**src/rtl/flash_loader_pkg.sv**
```systemverilog
// flash_loader_pkg
// Shared types and helpers for the boot-time flash loader.
//   loader_state_t : loader FSM encoding (idle, loading, draining the last
//                    write, waiting out the release delay, core running).
//   word_aligned() : true when a byte address sits on a word boundary for a
//                    given data width.
package flash_loader_pkg;

  typedef enum logic [2:0] {
    LD_IDLE,
    LD_LOAD,
    LD_DRAIN,
    LD_WAIT,
    LD_RUN
  } loader_state_t;

  // width is in bits and must be a power-of-two multiple of 8.
  function automatic logic word_aligned(input logic [31:0] addr, input int unsigned width);
    logic [31:0] mask;
    mask = (width / 8) - 1;
    return (addr & mask) == 32'd0;
  endfunction

endpackage

```
**src/rtl/flash_loader_release_cnt.sv**
```systemverilog
// flash_loader_release_cnt
// Down-counter that times the gap between the last memory write retiring
// and the core being let out of reset.
//   clk       in   clock
//   rst_ni    in   asynchronous active-low reset
//   load_i    in   load load_val_i (has priority over decrement)
//   load_val_i in  value to load
//   dec_i     in   decrement by one, holding at zero
//   zero_o    out  counter is zero
module flash_loader_release_cnt #(
  parameter int W = 2
) (
  input  logic         clk,
  input  logic         rst_ni,
  input  logic         load_i,
  input  logic [W-1:0] load_val_i,
  input  logic         dec_i,
  output logic         zero_o
);

  logic [W-1:0] cnt_q, cnt_d;

  always_comb begin
    cnt_d = cnt_q;
    if (load_i) begin
      cnt_d = load_val_i;
    end else if (dec_i && (cnt_q != '0)) begin
      cnt_d = cnt_q - W'(1);
    end
  end

  always_ff @(posedge clk or negedge rst_ni) begin
    if (!rst_ni) begin
      cnt_q <= '0;
    end else begin
      cnt_q <= cnt_d;
    end
  end

  assign zero_o = (cnt_q == '0);

endmodule

```
**src/rtl/flash_loader.sv**
```systemverilog
// flash_loader
// Boot-time program loader: takes word beats from the host flash stream over
// a valid/ready handshake, writes them to the unified memory through a single
// registered write port, and releases the core from reset a fixed number of
// cycles after the final write has retired.
//   clk        in   clock
//   rst        in   asynchronous active-low reset
//   s_valid    in   beat valid
//   s_ready    out  loader can accept a beat this cycle
//   s_addr     in   byte address (ignored when s_burst=1)
//   s_data     in   word to write
//   s_burst    in   1 = address is previous accepted address + WIDTH/8
//   s_last     in   final beat of the image
//   mem_ready  in   memory accepts the presented write this cycle
//   mem_we     out  memory write strobe
//   mem_addr   out  memory byte address
//   mem_wdata  out  memory write data
//   core_run   out  core may leave reset
//   done       out  image loaded without error (sticky)
//   err        out  sticky: misaligned or out-of-range beat seen
//   word_count out  words written since reset (saturating)
module flash_loader
  import flash_loader_pkg::*;
#(
  parameter int WIDTH       = 32,
  parameter int ADDR_W      = 11,
  parameter int DEPTH_WORDS = 512,
  parameter int RELEASE_CYC = 3
) (
  input  logic              clk,
  input  logic              rst,
  input  logic              s_valid,
  output logic              s_ready,
  input  logic [ADDR_W-1:0] s_addr,
  input  logic [WIDTH-1:0]  s_data,
  input  logic              s_burst,
  input  logic              s_last,
  input  logic              mem_ready,
  output logic              mem_we,
  output logic [ADDR_W-1:0] mem_addr,
  output logic [WIDTH-1:0]  mem_wdata,
  output logic              core_run,
  output logic              done,
  output logic              err,
  output logic [ADDR_W-1:0] word_count
);

  localparam int                STEP_BYTES = WIDTH / 8;
  localparam logic [ADDR_W-1:0] STEP       = ADDR_W'(STEP_BYTES);
  localparam logic [ADDR_W-1:0] MAX_ADDR   = ADDR_W'((DEPTH_WORDS - 1) * STEP_BYTES);
  localparam int                CNT_W      = (RELEASE_CYC > 1) ? $clog2(RELEASE_CYC) : 1;
  localparam logic [CNT_W-1:0]  REL_LOAD   = CNT_W'(RELEASE_CYC - 1);

  loader_state_t     state_q, state_d;
  logic              mem_we_q, mem_we_d;
  logic [ADDR_W-1:0] mem_addr_q, mem_addr_d;
  logic [WIDTH-1:0]  mem_wdata_q, mem_wdata_d;
  logic [ADDR_W-1:0] last_addr_q, last_addr_d;
  logic              first_q, first_d;
  logic              err_q, err_d;
  logic [ADDR_W-1:0] wcnt_q, wcnt_d;

  logic              wr_free;
  logic              accept;
  logic              retire;
  logic [ADDR_W-1:0] beat_addr;
  logic              beat_ok;
  logic              rel_load;
  logic              rel_dec;
  logic              rel_zero;

  // The output register is the only buffer: a new beat fits only when the
  // register is empty or its write retires on this same edge. Gating with
  // rst keeps ready low for the whole reset interval.
  assign wr_free = ~mem_we_q | mem_ready;
  assign s_ready = rst & ((state_q == LD_IDLE) | (state_q == LD_LOAD)) & wr_free;
  assign accept  = s_valid & s_ready;
  assign retire  = mem_we_q & mem_ready;

  // Burst addresses wrap at 2^ADDR_W naturally; the first burst beat after
  // reset has no predecessor and starts at zero.
  assign beat_addr = s_burst ? (first_q ? '0 : last_addr_q + STEP) : s_addr;
  assign beat_ok   = word_aligned(32'(beat_addr), WIDTH) && (beat_addr <= MAX_ADDR);

  always_comb begin
    mem_we_d    = mem_we_q;
    mem_addr_d  = mem_addr_q;
    mem_wdata_d = mem_wdata_q;
    last_addr_d = last_addr_q;
    first_d     = first_q;
    err_d       = err_q;
    wcnt_d      = wcnt_q;

    if (retire) begin
      mem_we_d = 1'b0;
    end
    // A dropped beat still becomes the burst reference address.
    if (accept) begin
      last_addr_d = beat_addr;
      first_d     = 1'b0;
      if (beat_ok) begin
        mem_we_d    = 1'b1;
        mem_addr_d  = beat_addr;
        mem_wdata_d = s_data;
      end else begin
        err_d = 1'b1;
      end
    end
    if (retire && (wcnt_q != '1)) begin
      wcnt_d = wcnt_q + ADDR_W'(1);
    end
  end

  always_comb begin
    state_d  = state_q;
    rel_load = 1'b0;
    rel_dec  = 1'b0;
    case (state_q)
      LD_IDLE: begin
        if (accept) begin
          state_d = s_last ? LD_DRAIN : LD_LOAD;
        end
      end
      LD_LOAD: begin
        if (accept && s_last) begin
          state_d = LD_DRAIN;
        end
      end
      LD_DRAIN: begin
        // Leave once the final write retires, or at once if it was dropped.
        if (wr_free) begin
          state_d  = LD_WAIT;
          rel_load = 1'b1;
        end
      end
      LD_WAIT: begin
        rel_dec = 1'b1;
        if (rel_zero) begin
          state_d = LD_RUN;
        end
      end
      LD_RUN: begin
        state_d = LD_RUN;
      end
      default: begin
        state_d = LD_IDLE;
      end
    endcase
  end

  always_ff @(posedge clk or negedge rst) begin
    if (!rst) begin
      state_q     <= LD_IDLE;
      mem_we_q    <= 1'b0;
      mem_addr_q  <= '0;
      mem_wdata_q <= '0;
      last_addr_q <= '0;
      first_q     <= 1'b1;
      err_q       <= 1'b0;
      wcnt_q      <= '0;
    end else begin
      state_q     <= state_d;
      mem_we_q    <= mem_we_d;
      mem_addr_q  <= mem_addr_d;
      mem_wdata_q <= mem_wdata_d;
      last_addr_q <= last_addr_d;
      first_q     <= first_d;
      err_q       <= err_d;
      wcnt_q      <= wcnt_d;
    end
  end

  flash_loader_release_cnt #(
    .W (CNT_W)
  ) u_release_cnt (
    .clk        (clk),
    .rst_ni     (rst),
    .load_i     (rel_load),
    .load_val_i (REL_LOAD),
    .dec_i      (rel_dec),
    .zero_o     (rel_zero)
  );

  assign mem_we     = mem_we_q;
  assign mem_addr   = mem_addr_q;
  assign mem_wdata  = mem_wdata_q;
  assign core_run   = (state_q == LD_RUN);
  assign done       = core_run & ~err_q;
  assign err        = err_q;
  assign word_count = wcnt_q;

endmodule
```
**config.mk**
```make
export PLATFORM = sky130hd
export DESIGN_NAME = flash_loader
export DESIGN_NICKNAME = d
export VERILOG_FILES = /design/src/rtl/flash_loader_pkg.sv /design/src/rtl/flash_loader_release_cnt.sv /design/src/rtl/flash_loader.sv
export SDC_FILE = /design/constraint.sdc
export NUM_CORES = 1
export LEC_CHECK = 0
export CAP_MARGIN = 40
export CORE_MARGIN = 4
export CORE_UTILIZATION = 35
export CTS_BUF_LIST = sky130_fd_sc_hd__clkbuf_4 sky130_fd_sc_hd__clkbuf_8
export DETAILED_ROUTE_END_ITERATION = 8
export SETUP_SLACK_MARGIN = 0.4
export SLEW_MARGIN = 20
export SYNTH_ARGS = -nofsm -noshare
export SYNTH_HDL_FRONTEND = slang
export SYNTH_SLANG_ARGS = --single-unit
```
**constraint.sdc**
```tcl
create_clock -name clk -period 2.3 [get_ports clk]
set_clock_uncertainty 0.15 [all_clocks]
set_input_delay 0.46 -clock clk [delete_from_list [all_inputs] [get_ports clk]]
set_output_delay 0.46 -clock clk [all_outputs]
set_load 0.02 [all_outputs]
```
==> impl_metrics.toml, run 1 <==
[status]
status = "complete, no violations"

[drt]
avgRoutedWirePerCell_um = 15.5
vias = 2629
drt_iter0_drc = 87
drt_first_pass_iters = 4
drt-total-wl_um = 8530
drtAntennaViolNets = 0
drc_errors = 0
viasPerCell = 4.78

[floorplan]
die_x_um = 106
rows = 35
die_h_um = 106
dieArea_sq_mm = 0.0112
initial_utilization = 0.362
core_area_sq_mm = 0.00928
num_io_pins = 108

[synthesis]
synth_area_sq_mm = 0.00336
ys_seq_elements = 73
synth_area_leaders = "dfrtp_1 (54%), mux2_4 (13%), xnor2_1 (2.6%), o21ai_0 (2.4%), nand2_1 (2.3%)"
syn_avg_cell_area_sq_um = 12.5
synth_top_cell_area_share = 0.537
syn_nets = 320
synthArstFlopShare = 1.00
synthesis.instances = 268
yosysTopAreaCell = "dfrtp_1"
yosys_most_used_dff = "dfrtp_1"
ys_types = 46
synth-edff-count = 0
yosysSeqAreaShare = 0.544
ys.warnings.count = 0

[final_layout]
diodes = 0
design_area_sq_mm = 0.00521
drive_gt1_frac = 0.280
area_growth_pct = 55.0
fin_util = 0.561
fin_nets = 468

[power_and_ir_drop]
power_density_mw_per_mm2 = 1160
vdd.ir_drop.worst_uv = 409
leakagePower_nw = 2.42
p_total_mw = 6.04

[worst_setup_path]
rr_worst_depth = 7
crit_required_ns = 2.37
crit_fanout = 8
r2r-start = "mem_we"
r2r_end = "mem_wdata[20]"
worstSetupStartpointType = "flip-flop"
crit_type = "reg -> reg"
r2r_slack_ns = 0.25
critPathArrivalTime_ns = 2.12
end_kind = "flip-flop"

[placed_design]
place.gp.congestion = 0.773
dp_hpwl_um = 5820
port-buffer-count = 107
dpl_cell_area_sq_mm = 0.00467

[sta]
hold_viol = 0
rsz0062_at_grt = "yes"
worst_pin_slew_ns = 0.655
period_minus_slack_ns = 2.05
slew_viol_final = 0
min_period_over_period = 0.889
maxSlewHeadroom = 0.563
fmax_ghz = 0.489
setup_violations = 0

[clock_tree]
clock_latency_ns = 0.34
clk_pin_slew_ns = 0.08
cts_sinks = 73
clock_path_buffers = 2
cts_tree = "done"
cts_made_buffers = 9
h-tree-depth = 3
cts_root_buf = "clkbuf_8"

[global_routing]
gr-usage-all-layers = 0.160
grt_antenna_before_repair = 0
grt_max_degree = 52
grt_pass1_wl_um = 14400
gr-total-overflow = 0
grt_pass1_vias = 2790

[run]
maxCapViolations = 0

[min_path]
hold_class = "in -> async"
==> cells in the mapped netlist, types with 4 or more instances <==
cell type	number
o22ai_1	4
nor3_1	4
nand4_1	4
nand3_1	8
o31ai_1	4
inv_1	10
nor2b_1	9
nor2_1	8
dfrtp_1	72
nand2_1	21
xnor2_1	10
o21ai_0	16
mux2_4	30
a21oi_1	9
==> cells in the final DEF (no fill, tap or decap), types with 4 or more instances in the layout <==
cell	n
o31ai_1	4
clkbuf_8	9
nand2_1	20
clkdlybuf4s50_1	42
nor2_1	5
buf_4	25
dlygate4sd2_1	59
nor2b_1	8
nand3_1	8
buf_6	7
inv_1	9
buf_12	7
xnor2_1	10
dfrtp_1	69
a21oi_1	9
mux2_4	34
nand4_1	4
nor3_1	4
o21ai_0	14
==> routing by layer <==
metal	GRT usage	share of wire
met1	0.211	0.44
met2	0.262	0.49
met3	0.0358	0.048
met4	0.0518	0.018
met5	0	0
==> timing repair <==
action | 4_1_cts | 5_1_grt
buffers inserted | 14 | 6
pin swaps | 6 | 6
cloned | 3 | 0
resized for setup | 89 | 19
setup endpoints to repair | 106 | 51
hold buffers | 1 | 0
endpoints found under the hold margin | 22 | 0
==> sequential cells by signal, indices dropped and copies added, names as in the netlist <==
register             count
mem_wdata               32
last_addr_q             11
mem_addr                11
word_count              11
state_q                  3
u_release_cnt.cnt_q      2
err                      1
first_q                  1
mem_we                   1
==> per-stage QoR <==
step           hold slack [ns]  setup WS, ns  TNS [ns]  cells
6_report                 0.117         0.254         0    550
3_3_place_gp             0.322        -0.302     -8.16    510
2_1_floorplan           0.0144         0.214         0    268
4_1_cts                  0.124         0.206         0    544
3_5_place_dp             0.339        -0.287     -8.82    510
5_1_grt                  0.163         0.199         0    550
==> cell families (layout without fill, tap and decap cells) <==
| group | after synthesis | count (layout) | synth area share |
|---|---|---|---|
| and+or+nand+nor | 75 | 75 | 0.123 |
| DFF | 73 | 73 | 0.544 |
| AOI/OAI and AO/OA | 50 | 50 | 0.0965 |
| muxes | 35 | 35 | 0.151 |
| buffers and inverters | 21 | 174 | 0.0455 |
| xor gates and xnor gates | 11 | 11 | 0.0287 |
| adders and majority gates | 3 | 3 | 0.0112 |
==> critical path, stage by stage (launching register included) <==
cell	delay [ns]
dfrtp_2	0.41
nor2b_4	0.13
or4_4	0.46
nor2_8	0.13
buf_12	0.11
buf_6	0.10
buf_16	0.13
mux2_4	0.30
==> cell type report <==
type / instances / area (sq um)
multi-input combinational: 174 / 1470
fill: 843 / 4080
timing repair buffer: 148 / 1480
clock inverter: 6 / 91.3
inverter: 10 / 37.5
clock buffer: 10 / 131
tap: 129 / 161
sequential: 73 / 1830
==> report_power, final <==
| part | internal [mW] | switching, mW | leakage, nW |
|---|---|---|---|
| sequential | 1.81 | 0.378 | 0.887 |
| combinational | 1.44 | 1.30 | 1.42 |
| clock | 0.629 | 0.488 | 0.114 |
==> worst max-delay path by stage <==
stage | slack [ns] | depth (start not counted) | from | to
detailed placement | -0.29 | 4 | mem_ready | s_ready
finish | 0.25 | 7 | mem_we | mem_wdata[20]
global route | 0.20 | 7 | mem_we | mem_wdata[2]
CTS | 0.21 | 7 | mem_we | mem_wdata[16]
global placement | -0.30 | 4 | mem_ready | s_ready
floorplan | 0.21 | 6 | mem_we | mem_addr[2]
No activity file was read; power rests on OpenSTA's default activity.
==> run 2, diff against run 1 <==
--- a/config.mk
+++ b/config.mk
@@ -15,3 +15,4 @@
 export SYNTH_ARGS = -nofsm -noshare
 export SYNTH_HDL_FRONTEND = slang
 export SYNTH_SLANG_ARGS = --single-unit
+export TNS_END_PERCENT = 50
==> run 2 against run 1 <==
Worst setup slack improved by 0.032 ns. Cell count did not move. Design area is 0.24% higher. Utilization grew 0.13 points. Fmax grew 1.6%. Sequential power hardly changed. Count of clock-buffer cells in the layout unchanged. Sequential cell count unchanged. Critical path depth fell by 1. Critical path type unchanged.
==> impl_metrics.toml, run 2 (synthesis gave the netlist of run 1 again) <==
[clock_tree]
cts_root_buf = "clkbuf_8"
cts_hold_buf = 0
clock_path_buffers = 2
cts_sinks = 73
cts_made_buffers = 9
h-tree-depth = 3
clock_latency_ns = 0.35
clk_pin_slew_ns = 0.08
cts_tree = "done"

[floorplan]
rows = 35
num_io_pins = 108
die_x_um = 106
core_area_sq_mm = 0.00928
dieArea_sq_mm = 0.0112
die_h_um = 106
initial_utilization = 0.362

[global_routing]
grt_max_degree = 41
grt_pass1_vias = 2635
grt_pass1_wl_um = 13800
gr-total-overflow = 0
gr-usage-all-layers = 0.157
grt_antenna_before_repair = 0

[worst_setup_path]
slowest_stage = "or4_4"
crit_top_cell = "buf_12"
r2r_slack_ns = 0.29
crit_fanout = 7
critPathArrivalTime_ns = 2.09
critical-path-max-stage-delay_ns = 0.47
worstSetupStartpointType = "flip-flop"
path_cells = "nor2b_4 -> or4_4 -> nor2_8 -> buf_12 -> buf_12 -> mux2_4"
cp_top_family = "simple AND/OR/NAND/NOR gates"
path_buf_inv = 2
crit_type = "reg -> reg"
crit_required_ns = 2.38
end_kind = "flip-flop"

[drt]
met2_length_um = 4070
drt_iter0_drc = 94
drc_errors = 0
viasPerCell = 4.71
vias = 2590
avgRoutedWirePerCell_um = 15.2
met3_length_um = 374
drt_first_pass_iters = 4
drtAntennaViolNets = 0
drt-total-wl_um = 8380
top_layer = "met4"
met1_length_um = 3790

[sta]
slew_viol_final = 0
min_period_over_period = 0.875
hold_viol = 0
maxSlewHeadroom = 0.675
period_minus_slack_ns = 2.01
rsz0062_at_grt = "yes"
hold_slack_ns = 0.0692
worst_pin_slew_ns = 0.488
fmax_ghz = 0.497
setup_violations = 0

[final_layout]
design_area_sq_mm = 0.00522
area_growth_pct = 55.4
diodes = 0
largest_reg_flops = 32
layout.cells.non_filler = 550
fillCellCount = 808
fin_nets = 468
final_common_cell = "clkdlybuf4s50_1"
final_cell_mix = "clkdlybuf4s50_1 (80), dfrtp_1 (69), mux2_4 (34)"
drive_gt1_frac = 0.264

[status]
status = "complete, no violations"

[power_and_ir_drop]
vdd.ir_drop.worst_uv = 429
power_density_mw_per_mm2 = 1210
p_total_mw = 6.31
leakagePower_nw = 2.40

[placed_design]
dpl_cell_area_sq_mm = 0.00468
port-buffer-count = 107
placedCellCount = 514
dp_hpwl_um = 5810
place.gp.congestion = 0.764

[run]
maxCapViolations = 0

[min_path]
hold_class = "in -> async"
==> run 2: changes by cell type in the layout (fill, tap and decap cells not counted), moves of 2 or more <==
cell,before,now
buf_4,25,28
dlygate4sd2_1,59,12
buf_12,7,4
clkdlybuf4s50_1,42,80
nor2_1,5,8
buf_8,1,4
buf_16,3,1
dlymetal6s2s_1,2,11
nor2_2,2,0
==> run 2: area by class of cell <==
cell class              instances  area [sq um]  share of cell area
multi-input cells             174          1440               0.275
clock buffers                  10           138              0.0264
repair buffers                148          1500               0.287
well taps                     129           161              0.0309
clock inverters                 6           115              0.0221
flip-flops and latches         73          1830               0.351
inverters                      10          37.5             0.00719
==> run 2: metal layers <==
metal / GRT usage / up-vias
met5: 0 / -
met4: 0.0601 / 0
met3: 0.0389 / 7
met2: 0.250 / 68
met1: 0.208 / 1266
li1: - / 1249
==> run 2: power by group <==
group / total [mW] / leakage [nW] / internal [mW] / switching (mW)
sequential: 2.20 / 0.887 / 1.81 / 0.386
combinational: 2.86 / 1.39 / 1.61 / 1.25
clock: 1.25 / 0.123 / 0.754 / 0.498
==> run 2: timing repair <==
item                                    CTS  global route
buffers inserted                         17             2
pin swaps                                 3             2
cloned                                    1             0
endpoints found under the setup margin  108            95
gates resized for setup                  42            21
==> run 2: path summary, 6_finish.rpt <==
kind                       cells after the start   start       endpoint
setup / recovery                               6  mem_we   mem_wdata[9]
hold / removal                                 2     rst  mem_wdata[19]
setup reg to reg                               6  mem_we   mem_wdata[9]
hold reg to reg                                1     err            err
max in group asynchronous                      3     rst        first_q
min in group clk                               1     err            err
==> run 2: metrics by stage <==
stage	setup TNS, ns	utilization	setup slack (ns)
2_1_floorplan	0	-	0.214
3_3_place_gp	-8.73	0.504	-0.258
3_5_place_dp	-9.50	0.504	-0.298
4_1_cts	0	0.553	0.249
5_1_grt	0	0.562	0.241
6_report	0	0.562	0.286
